--- config.mk ---
export PLATFORM = sky130hd
export DESIGN_NAME = dlx_bus_if
export DESIGN_NICKNAME = d
export VERILOG_FILES = /design/src/rtl/dlx_bus_if.sv
export SDC_FILE = /design/constraint.sdc
export NUM_CORES = 1
export LEC_CHECK = 0
export ABC_AREA = 1
export BUFFER_PORTS_ARGS = -buffer_cell sky130_fd_sc_hd__buf_4
export CELL_PAD_IN_SITES_DETAIL_PLACEMENT = 0
export CELL_PAD_IN_SITES_GLOBAL_PLACEMENT = 1
export CORE_MARGIN = 10
export CORE_UTILIZATION = 38
export CTS_CLUSTER_DIAMETER = 40
export DETAILED_ROUTE_END_ITERATION = 6
export PLACE_DENSITY_LB_ADDON = 0.12
export SLEW_MARGIN = 20
export SYNTH_ARGS = -nofsm -noshare
export SYNTH_HDL_FRONTEND = slang
export SYNTH_SLANG_ARGS = --single-unit
--- constraint.sdc ---
create_clock -name clk -period 4.7 [get_ports clk]
set_clock_uncertainty 0.15 [all_clocks]
set_input_delay 0.235 -clock clk [delete_from_list [all_inputs] [get_ports clk]]
set_output_delay 0.235 -clock clk [all_outputs]
set_load 0.03 [all_outputs]
--- src/rtl/dlx_bus_if.sv ---
// -----------------------------------------------------------------------------
// dlx_bus_if
//
// Bridges the DLX control FSM / datapath to a simple request/acknowledge
// memory bus. The control FSM raises mr or mw and holds it until it sees busy
// low. One bus cycle is then run per held request. Requests that are
// misaligned, ambiguous (mr and mw both high) or left unacknowledged for
// TIMEOUT access cycles park the block in a sticky error state. Only reset
// leaves that state.
//
// Parameters
//   TIMEOUT   number of ACCESS cycles without bus_ack before the cycle is
//             aborted (1..255)
//
// Ports
//   clk       rising-edge clock
//   rst_n     asynchronous active-low reset
//   mr, mw    memory read / write request from the control FSM
//   ao        datapath address; [23:0] used, [31:24] ignored
//   do_data   datapath MDR write data
//   di        read data returned to the datapath (holds last read value)
//   busy      combinational stall to the control FSM
//   bus_err   sticky error flag
//   bus_req   external bus cycle request
//   bus_wr    1 = write cycle, 0 = read cycle (valid while bus_req high)
//   bus_addr  latched word address
//   bus_dout  latched write data
//   bus_din   read data from memory, sampled only with bus_ack
//   bus_ack   memory completion strobe
// -----------------------------------------------------------------------------
module dlx_bus_if #(
   parameter int unsigned TIMEOUT = 16
) (
   input  logic        clk,
   input  logic        rst_n,
   input  logic        mr,
   input  logic        mw,
   input  logic [31:0] ao,
   input  logic [31:0] do_data,
   output logic [31:0] di,
   output logic        busy,
   output logic        bus_err,
   output logic        bus_req,
   output logic        bus_wr,
   output logic [23:0] bus_addr,
   output logic [31:0] bus_dout,
   input  logic [31:0] bus_din,
   input  logic        bus_ack
);

   localparam logic [1:0] ST_IDLE   = 2'd0;
   localparam logic [1:0] ST_ACCESS = 2'd1;
   localparam logic [1:0] ST_DONE   = 2'd2;
   localparam logic [1:0] ST_ERR    = 2'd3;

   // Counter value of the last ACCESS cycle allowed to go unacknowledged.
   // The counter starts at 0 in the first ACCESS cycle, so the abort happens
   // after exactly TIMEOUT access cycles.
   localparam logic [7:0] CNT_LAST = 8'(TIMEOUT - 1);

   logic [1:0]  state_reg,    state_next;
   logic [7:0]  cnt_reg,      cnt_next;
   logic [31:0] di_reg,       di_next;
   logic        bus_req_reg,  bus_req_next;
   logic        bus_wr_reg,   bus_wr_next;
   logic        bus_err_reg,  bus_err_next;
   logic [23:0] bus_addr_reg, bus_addr_next;
   logic [31:0] bus_dout_reg, bus_dout_next;

   // Exactly one request line high: a well-formed request.
   logic single_req;
   logic aligned;

   // The top address byte is not decoded on this bus.
   logic unused_ao;

   assign single_req = mr ^ mw;
   assign aligned    = (ao[1:0] == 2'b00);
   assign unused_ao  = ^ao[31:24];

   // -------------------------------------------------------------------------
   // Next-state logic
   // -------------------------------------------------------------------------
   always_comb begin
      state_next    = state_reg;
      cnt_next      = cnt_reg;
      di_next       = di_reg;
      bus_req_next  = bus_req_reg;
      bus_wr_next   = bus_wr_reg;
      bus_err_next  = bus_err_reg;
      bus_addr_next = bus_addr_reg;
      bus_dout_next = bus_dout_reg;

      case (state_reg)
         ST_IDLE: begin
            if (mr && mw) begin
               // Ambiguous request: never start a bus cycle for it.
               state_next   = ST_ERR;
               bus_err_next = 1'b1;
            end else if (single_req) begin
               if (aligned) begin
                  // Address, data and direction are frozen here and stay
                  // untouched until the cycle ends.
                  bus_addr_next = ao[23:0];
                  bus_dout_next = do_data;
                  bus_wr_next   = mw;
                  bus_req_next  = 1'b1;
                  cnt_next      = 8'd0;
                  state_next    = ST_ACCESS;
               end else begin
                  state_next   = ST_ERR;
                  bus_err_next = 1'b1;
               end
            end
         end

         ST_ACCESS: begin
            if (bus_ack) begin
               bus_req_next = 1'b0;
               // Writes leave di alone so it keeps the last read value.
               if (!bus_wr_reg) begin
                  di_next = bus_din;
               end
               state_next = ST_DONE;
            end else if (cnt_reg == CNT_LAST) begin
               bus_req_next = 1'b0;
               bus_err_next = 1'b1;
               state_next   = ST_ERR;
            end else begin
               cnt_next = cnt_reg + 8'd1;
            end
         end

         ST_DONE: begin
            // The control FSM may still be holding the request it just had
            // serviced; wait for it to drop so it is not serviced twice.
            if (!mr && !mw) begin
               state_next = ST_IDLE;
            end
         end

         default: begin
            // ST_ERR: parked until reset; requests and acks are ignored.
            bus_req_next = 1'b0;
            bus_err_next = 1'b1;
         end
      endcase
   end

   // -------------------------------------------------------------------------
   // State registers
   // -------------------------------------------------------------------------
   always_ff @(posedge clk or negedge rst_n) begin
      if (!rst_n) begin
         state_reg    <= ST_IDLE;
         cnt_reg      <= 8'd0;
         di_reg       <= 32'd0;
         bus_req_reg  <= 1'b0;
         bus_wr_reg   <= 1'b0;
         bus_err_reg  <= 1'b0;
         bus_addr_reg <= 24'd0;
         bus_dout_reg <= 32'd0;
      end else begin
         state_reg    <= state_next;
         cnt_reg      <= cnt_next;
         di_reg       <= di_next;
         bus_req_reg  <= bus_req_next;
         bus_wr_reg   <= bus_wr_next;
         bus_err_reg  <= bus_err_next;
         bus_addr_reg <= bus_addr_next;
         bus_dout_reg <= bus_dout_next;
      end
   end

   // -------------------------------------------------------------------------
   // Outputs
   // -------------------------------------------------------------------------
   // busy is combinational so the control FSM stalls in the same cycle it
   // raises a request, before the bus cycle has been registered.
   always_comb begin
      busy = 1'b0;
      case (state_reg)
         ST_IDLE:   busy = single_req;
         ST_ACCESS: busy = 1'b1;
         default:   busy = 1'b0;
      endcase
   end

   assign di       = di_reg;
   assign bus_err  = bus_err_reg;
   assign bus_req  = bus_req_reg;
   assign bus_wr   = bus_wr_reg;
   assign bus_addr = bus_addr_reg;
   assign bus_dout = bus_dout_reg;

endmodule

==> PnR_summary.wiki, run 1 <==
{| class="wikitable"
! Metric !! Value
|-
| Transition time of the tightest slew-check pin || between 0.9 and 1 ns
|-
| Clock sink count || between 100 and 150
|-
| Number of antenna cells inserted || 0
|-
| Static leakage || 3.77 nW
|-
| Data arrival time at the worst-slack endpoint || between 2 and 3 ns
|-
| Sum Neg Setup Slack || 0 ns
|-
| Clock Path Buffers || 2
|-
| Number of DRC markers in iteration 0 || 235
|-
| Number of core rows || 39
|-
| Synthesis-to-finish area growth || 57.7%
|-
| Post-route clock period utilization || 58.5%
|-
| Start point of the critical path || mw
|-
| Worst R2R End || bus_dout[23]
|-
| CP endpoint || bus_dout[23]
|-
| Worst Setup End Kind || register
|-
| # setup viols final || 0
|-
| Type of the worst setup path || input pin to register
|-
| Max capacitance violation total || 0
|-
| First-pass GRT wire length || around 21000 um
|-
| Via count of the first global-routing pass || 4019
|-
| Setup slack on the worst flop-to-flop path || roughly 2.1 ns
|-
| Num ports || 193
|-
| RSZ-0062 raised after global routing || false
|-
| Clock insertion delay at the later pin of the skew report || about 0.34 ns
|-
| TritonCTS clock tree || done
|-
| Total design power || 4.39 mW
|-
| FF-to-FF path depth || 8
|-
| Worst slew margin relative to its limit || a little under two fifths
|-
| Met2 usage || between 20 and 30%
|-
| Number of cells in the finished layout apart from fillers || around 850
|-
| Total Routing Usage GR || 16.0%
|-
| Clock-pin transition on the worst setup and hold timing paths || 0.06 ns
|-
| Required time of the worst setup path || 4.78 ns
|-
| Buffers added on ports || about 180
|-
| Share of layout cells above drive strength 1 || 36.0%
|-
| Area of the die || 0.0164 sq mm
|-
| Count of nets left with antenna violations after detail routing || 0
|-
| Antenna violations before repair || 0
|-
| Peak VDD IR || 0.000404 V
|-
| Status || finished, final reports clean
|-
| Final worst path period need || 2.75 ns
|-
| Number of buffers created by CTS || 9
|-
| Drt drc || 0
|-
| Post-synthesis instance total || 437
|-
| Core Box Area || 0.0114 sq mm
|-
| Hold Path Origin || bus_ack
|-
| Die Ht || ~130 um
|-
| Average size of a mapped cell || 10.1 sq um
|-
| Global placement routability congestion || 0.790
|-
| Overflow after GRT || 0
|-
| Clock Tree Root || sky130_fd_sc_hd__clkbuf_16
|-
| Router iterations before antenna repair || 4
|-
| Deepest level of the CTS H-tree || 3
|-
| Chip width || around 130 um
|-
| Origin of the critical flop-to-flop path || state_reg[0]
|-
| Most Crowded Layer GR || met2
|-
| Placed wire-length estimate || 8970 um
|-
| #FFs+latches synth || 101
|-
| Post-Syn Area || 0.00443 sq mm
|-
| Number of nets produced by synthesis || 545
|-
| Total number of nets in the final design || 813
|-
| Wirelength, routed || 13200 um
|-
| Buffers inserted by post-CTS timing repair || 0
|-
| Worst-path fanout max || between 50 and 60
|-
| M3 GR Usage || between 4 and 5%
|-
| Placed insts || 749
|-
| Starting Density || 38.8%
|-
| Count of synthesis-stage warnings from yosys || 0
|-
| Sort of element at the start of the critical path || input pin
|-
| Yosys cell types || 25
|-
| DR vias || 3803
|-
| Power density relative to cell area || 629 mW/mm^2
|-
| HP Class || input pin to register
|-
| GR Layer Usage met1 || a little under a fifth
|-
| Hold Vio Cnt, Final || 0
|-
| Share of synthesized area occupied by flip-flops and latches || 57.1%
|-
| Average vias per placed instance || about 4.5
|-
| Fmax || 0.364 GHz
|-
| Maximum number of pins on one net before global-route repair || 71
|-
| Post-DR wirelength/cell || 15.5 um
|-
| Slew Viols, Final || 0
|}
## cell families (layout without fill, tap and decap cells)
kind of cell / after synthesis / after routing / synth area share, %
adders and majority gates: 7 / 7 / 1.98
and+or+nand+nor: 243 / 243 / 22.6
DFF: 101 / 101 / 57.1
buffers and inverters: 38 / 309 / 5.37
AOI/OAI and AO/OA: 16 / 16 / 2.32
muxes: 32 / 32 / 10.7
## worst min path at each step
| stage | endpoint | slack (ns) | cells after the start |
|---|---|---|---|
| 6_report | state_reg[0] | 0.11 | 4 |
| 2_1_floorplan | bus_addr[0] | -0.21 | 0 |
| 4_1_cts | state_reg[0] | 0.10 | 4 |
| 5_1_grt | state_reg[0] | 0.15 | 4 |
| 3_5_place_dp | bus_dout[27] | 0.27 | 1 |
| 3_3_place_gp | bus_dout[27] | 0.27 | 1 |
## Yosys cell counts
master / count / area, sq um
sky130_fd_sc_hd__a31oi_1: 1 / 6.26
sky130_fd_sc_hd__buf_2: 1 / 5.00
sky130_fd_sc_hd__buf_4: 5 / 37.5
sky130_fd_sc_hd__buf_6: 10 / 113
sky130_fd_sc_hd__clkbuf_1: 1 / 3.75
sky130_fd_sc_hd__dfrtp_1: 101 / 2530
sky130_fd_sc_hd__ha_1: 7 / 87.6
sky130_fd_sc_hd__inv_1: 17 / 63.8
sky130_fd_sc_hd__inv_2: 4 / 15.0
sky130_fd_sc_hd__mux2_2: 2 / 22.5
sky130_fd_sc_hd__mux2_4: 30 / 450
sky130_fd_sc_hd__nand2_1: 204 / 766
sky130_fd_sc_hd__nand2_2: 8 / 50.1
sky130_fd_sc_hd__nand2_4: 2 / 22.5
sky130_fd_sc_hd__nand3_1: 9 / 45.0
sky130_fd_sc_hd__nand3_2: 1 / 10.0
sky130_fd_sc_hd__nand3b_1: 2 / 15.0
sky130_fd_sc_hd__nand4_1: 1 / 6.26
sky130_fd_sc_hd__nor2_1: 12 / 45.0
sky130_fd_sc_hd__nor2_2: 1 / 6.26
sky130_fd_sc_hd__nor2_4: 2 / 22.5
sky130_fd_sc_hd__nor3_2: 1 / 10.0
sky130_fd_sc_hd__o21ai_0: 9 / 45.0
sky130_fd_sc_hd__o21ai_2: 5 / 43.8
sky130_fd_sc_hd__o21bai_1: 1 / 7.51
## cells in the final DEF (no fill, tap or decap), drive strengths merged
cell,synthesis,routed
nand3,10,10
clkinv,0,2
clkinvlp,0,1
nand2,214,214
inv,21,22
dfrtp,101,101
o21bai,1,1
a31oi,1,1
nor2,15,15
nor3,1,1
nand4,1,1
o21ai,14,14
nand3b,2,2
dlygate4sd3,0,88
ha,7,7
clkbuf,1,10
mux2,32,32
buf,16,186
## final cells by class
type                       count  area (sq um)
inverter                      21          78.8
multi-input combinational    298          1660
clock buffer                  10           229
clock inverter                 4          26.3
sequential                   101          2530
fill                         974          4440
timing repair buffer         274          2280
tap                          143           179
## through the flow
stage               util (%)  hold slack (ns)  worst slack, ns  instance area [sq um]
floorplan                  -           -0.211             3.04                   4430
global placement        51.2            0.273             2.10                   5840
detailed placement      51.2            0.272             2.03                   5840
CTS                     61.1            0.104             1.91                   6980
global route            61.1            0.147             1.74                   6980
finish                  61.1            0.114             1.95                   6980
## repair_timing
| item | in CTS | in global routing |
|---|---|---|
| hold buffers | 88 | 0 |
| endpoints found under the hold margin | 156 | 0 |
| resized for setup | 0 | 0 |
## power breakdown
part           switching (mW)  total [mW]  internal (mW)
combinational            1.35        2.27          0.920
clock                   0.311       0.664          0.353
sequential              0.212        1.45           1.24
## routing by layer
metal,part of all wire [%],vias to the layer above,wire (um)
li1,-,1889,-
met1,41,1794,5360
met2,52,106,6820
met3,6.1,14,811
met4,1.6,0,216
met5,0,-,0
## critical path, stage by stage
cell	delay, ns
sky130_fd_sc_hd__dlygate4sd3_1	0.54
sky130_fd_sc_hd__buf_4	0.15
sky130_fd_sc_hd__ha_1	0.19
sky130_fd_sc_hd__nor3_2	0.25
sky130_fd_sc_hd__inv_2	0.08
sky130_fd_sc_hd__nor2_4	0.07
sky130_fd_sc_hd__buf_4	0.48
sky130_fd_sc_hd__inv_2	0.53
sky130_fd_sc_hd__nand2_1	0.20
sky130_fd_sc_hd__nand2_1	0.06
Note: power is estimated with default switching activity, not from simulation.
==> inputs of run 2 (changes only) <==
- CORE_UTILIZATION: 38 -> 31
- clock period: 4.7 -> 2.3 ns (I/O delays scaled with it)
==> PnR_summary.wiki, run 2 (synthesis gave the netlist of run 1 again) <==
{| class="wikitable"
! Metric !! Value
|-
| Number of antenna cells inserted || 0
|-
| Worst setup timing slack at the placement stage || 0.173 ns
|-
| DR vias || 3788
|-
| First-pass GRT wire length || 22000 um
|-
| Clock Path Buffers || 2
|-
| Area of the die || slightly below 0.02 sq mm
|-
| Crit path top cell by count || sky130_fd_sc_hd__nand2_1
|-
| Highest routed layer || met4
|-
| Transition time of the tightest slew-check pin || approximately 0.62 ns
|-
| Most common cell after layout, fill and taps aside || sky130_fd_sc_hd__nand2_1
|-
| Kind of cell adding the most delay to the critical path || buffers and inverters
|-
| HP Class || input pin to register
|-
| Clock sink count || 101
|-
| Setup slack on the worst flop-to-flop path || 0.18 ns
|-
| Post-DR wirelength/cell || ~15 um
|-
| Maximum number of pins on one net before global-route repair || 67
|-
| TritonCTS clock tree || done
|-
| Number of DRC markers in iteration 0 || 184
|-
| Status || finished, final reports clean
|-
| Cell breakdown of the critical path || inv_1 -> ha_1 -> nand2_2 -> nor2_4 -> buf_4 -> nand2_1 -> nand2_1
|-
| Wirelength, routed || 13700 um
|-
| Fill cell count || 1290
|-
| Number of buffers created by CTS || 9
|-
| Share of layout cells above drive strength 1 || 36.6%
|-
| Via count of the first global-routing pass || 4052
|-
| Type of the worst setup path || register to register
|-
| Met2 WL post-DR || roughly 6700 um
|-
| Peak VDD IR || slightly below 0.0006 V
|-
| Count of nets left with antenna violations after detail routing || 0
|-
| Total buffers and inverters traversed by the critical path || 2
|-
| Static leakage || around 3.8 nW
|-
| Max stage delay on crit path || around 0.52 ns
|-
| Post-route clock period utilization || 92.0%
|-
| Starting Density || approximately a third
|-
| Synthesis-to-finish area growth || 61.9%
|-
| Fin worst setup slack || between 0.15 and 0.2 ns
|-
| Final worst path period need || 2.12 ns
|-
| Chip width || 140 um
|-
| Required time of the worst setup path || 2.43 ns
|-
| Die Ht || 140 um
|-
| Hold Vio Cnt, Final || 0
|-
| Core Box Area || between 0.01 and 0.015 sq mm
|-
| Worst Setup End Kind || register
|-
| Placed insts || just under 800
|-
| Routed wire length on met3 || roughly 740 um
|-
| Deepest level of the CTS H-tree || 3
|-
| Average vias per placed instance || 4.23
|-
| Antenna violations before repair || 0
|-
| Number of core rows || 43
|-
| Max capacitance violation total || 0
|-
| Met1 wire length || 6030 um
|-
| Num ports || 193
|-
| Data arrival time at the worst-slack endpoint || 2.25 ns
|-
| Clock-pin transition on the worst setup and hold timing paths || approximately 0.07 ns
|-
| Router iterations before antenna repair || 5
|-
| Worst slew margin relative to its limit || 58.8%
|-
| Global placement routability congestion || roughly 0.79
|-
| Total design power || 9.28 mW
|-
| Slowest cell on crit path || sky130_fd_sc_hd__buf_4
|-
| Total number of nets in the final design || 819
|-
| Placed wire-length estimate || 9450 um
|-
| Slew Viols, Final || 0
|-
| # setup viols final || 0
|-
| Clock insertion delay at the later pin of the skew report || 0.35 ns
|-
| Worst-path fanout max || 56
|-
| Number of cells in the finished layout apart from fillers || 896
|-
| Overflow after GRT || 0
|-
| RSZ-0062 raised after global routing || false
|-
| Clock Tree Root || sky130_fd_sc_hd__clkbuf_16
|-
| Sort of element at the start of the critical path || register
|-
| Buffers added on ports || ~180
|-
| Total Routing Usage GR || 13.9%
|-
| Fmax || approximately 0.47 GHz
|-
| Power density relative to cell area || 1300 mW/mm^2
|-
| Drt drc || 0
|-
| Buffers inserted by post-CTS timing repair || 0
|-
| Sum Neg Setup Slack || 0 ns
|-
| Commonest non-fill, non-tap cells in the layout || 204 x sky130_fd_sc_hd__nand2_1, 188 x sky130_fd_sc_hd__buf_4, 101 x sky130_fd_sc_hd__dfrtp_1
|}
==> run 2: cell types whose count changed in the layout (fill, tap and decap cells not counted), moves of 2 or more <==
cell                            delta
sky130_fd_sc_hd__buf_4             +2
sky130_fd_sc_hd__clkinv_2          -2
sky130_fd_sc_hd__clkinv_4          +2
sky130_fd_sc_hd__dlygate4sd3_1     +2
sky130_fd_sc_hd__buf_12            +2
sky130_fd_sc_hd__inv_8             +2
==> run 2: worst paths after layout <==
kind | start | to | cells after the start
max in group asynchronous | rst_n | bus_addr[3] | 3
max | state_reg[0] | bus_dout[9] | 7
max reg2reg | state_reg[0] | bus_dout[9] | 7
min in group asynchronous | rst_n | bus_addr[4] | 3
min reg2reg | bus_addr[0] | bus_addr[0] | 2
min | ao[1] | bus_err | 5
==> run 2: timing repair <==
action	CTS	global route
hold buffers	90	0
gates resized for setup	0	2
hold endpoints to repair	189	0
setup endpoints to repair	0	8
==> run 2: tightest hold or removal path, stage by stage <==
cell and delay (ns):
sky130_fd_sc_hd__buf_4 0.09, sky130_fd_sc_hd__nor3_2 0.06, sky130_fd_sc_hd__nand2_1 0.05, sky130_fd_sc_hd__nand2_1 0.07, sky130_fd_sc_hd__o21bai_1 0.13
==> run 2: metal layers <==
metal  track usage (%)  vias to the layer above
li1                  -                     1913
met5                 0                        -
met1              16.7                     1753
met2              23.0                      109
met4              5.44                        0
met3              3.84                       13
==> run 2: through the flow <==
| step | hold slack, ns | util [%] | cell area [sq um] |
|---|---|---|---|
| floorplan | -0.331 | - | 4430 |
| global placement | -0.180 | 42.7 | 5940 |
| detailed placement | -0.181 | 42.7 | 5940 |
| CTS | 0.0447 | 51.4 | 7160 |
| global route | 0.0770 | 51.4 | 7170 |
| finish | 0.0555 | 51.4 | 7170 |
==> run 2: where the power goes <==
part	switching (mW)	internal [mW]	total, mW
Clock	0.724	0.897	1.62
Sequential	0.434	2.53	2.96
Combinational	2.78	1.92	4.70
Total	3.94	5.35	9.28
==> run 2: cell type report <==
class                      instances  area (sq um)  area share, %
multi-input combinational        298          1660           23.2
timing repair buffer             280          2350           32.8
clock buffer                      10           239           3.34
clock inverter                     6          78.8           1.10
sequential                       101          2530           35.3
inverter                          21          81.3           1.13
tap                              180           225           3.14
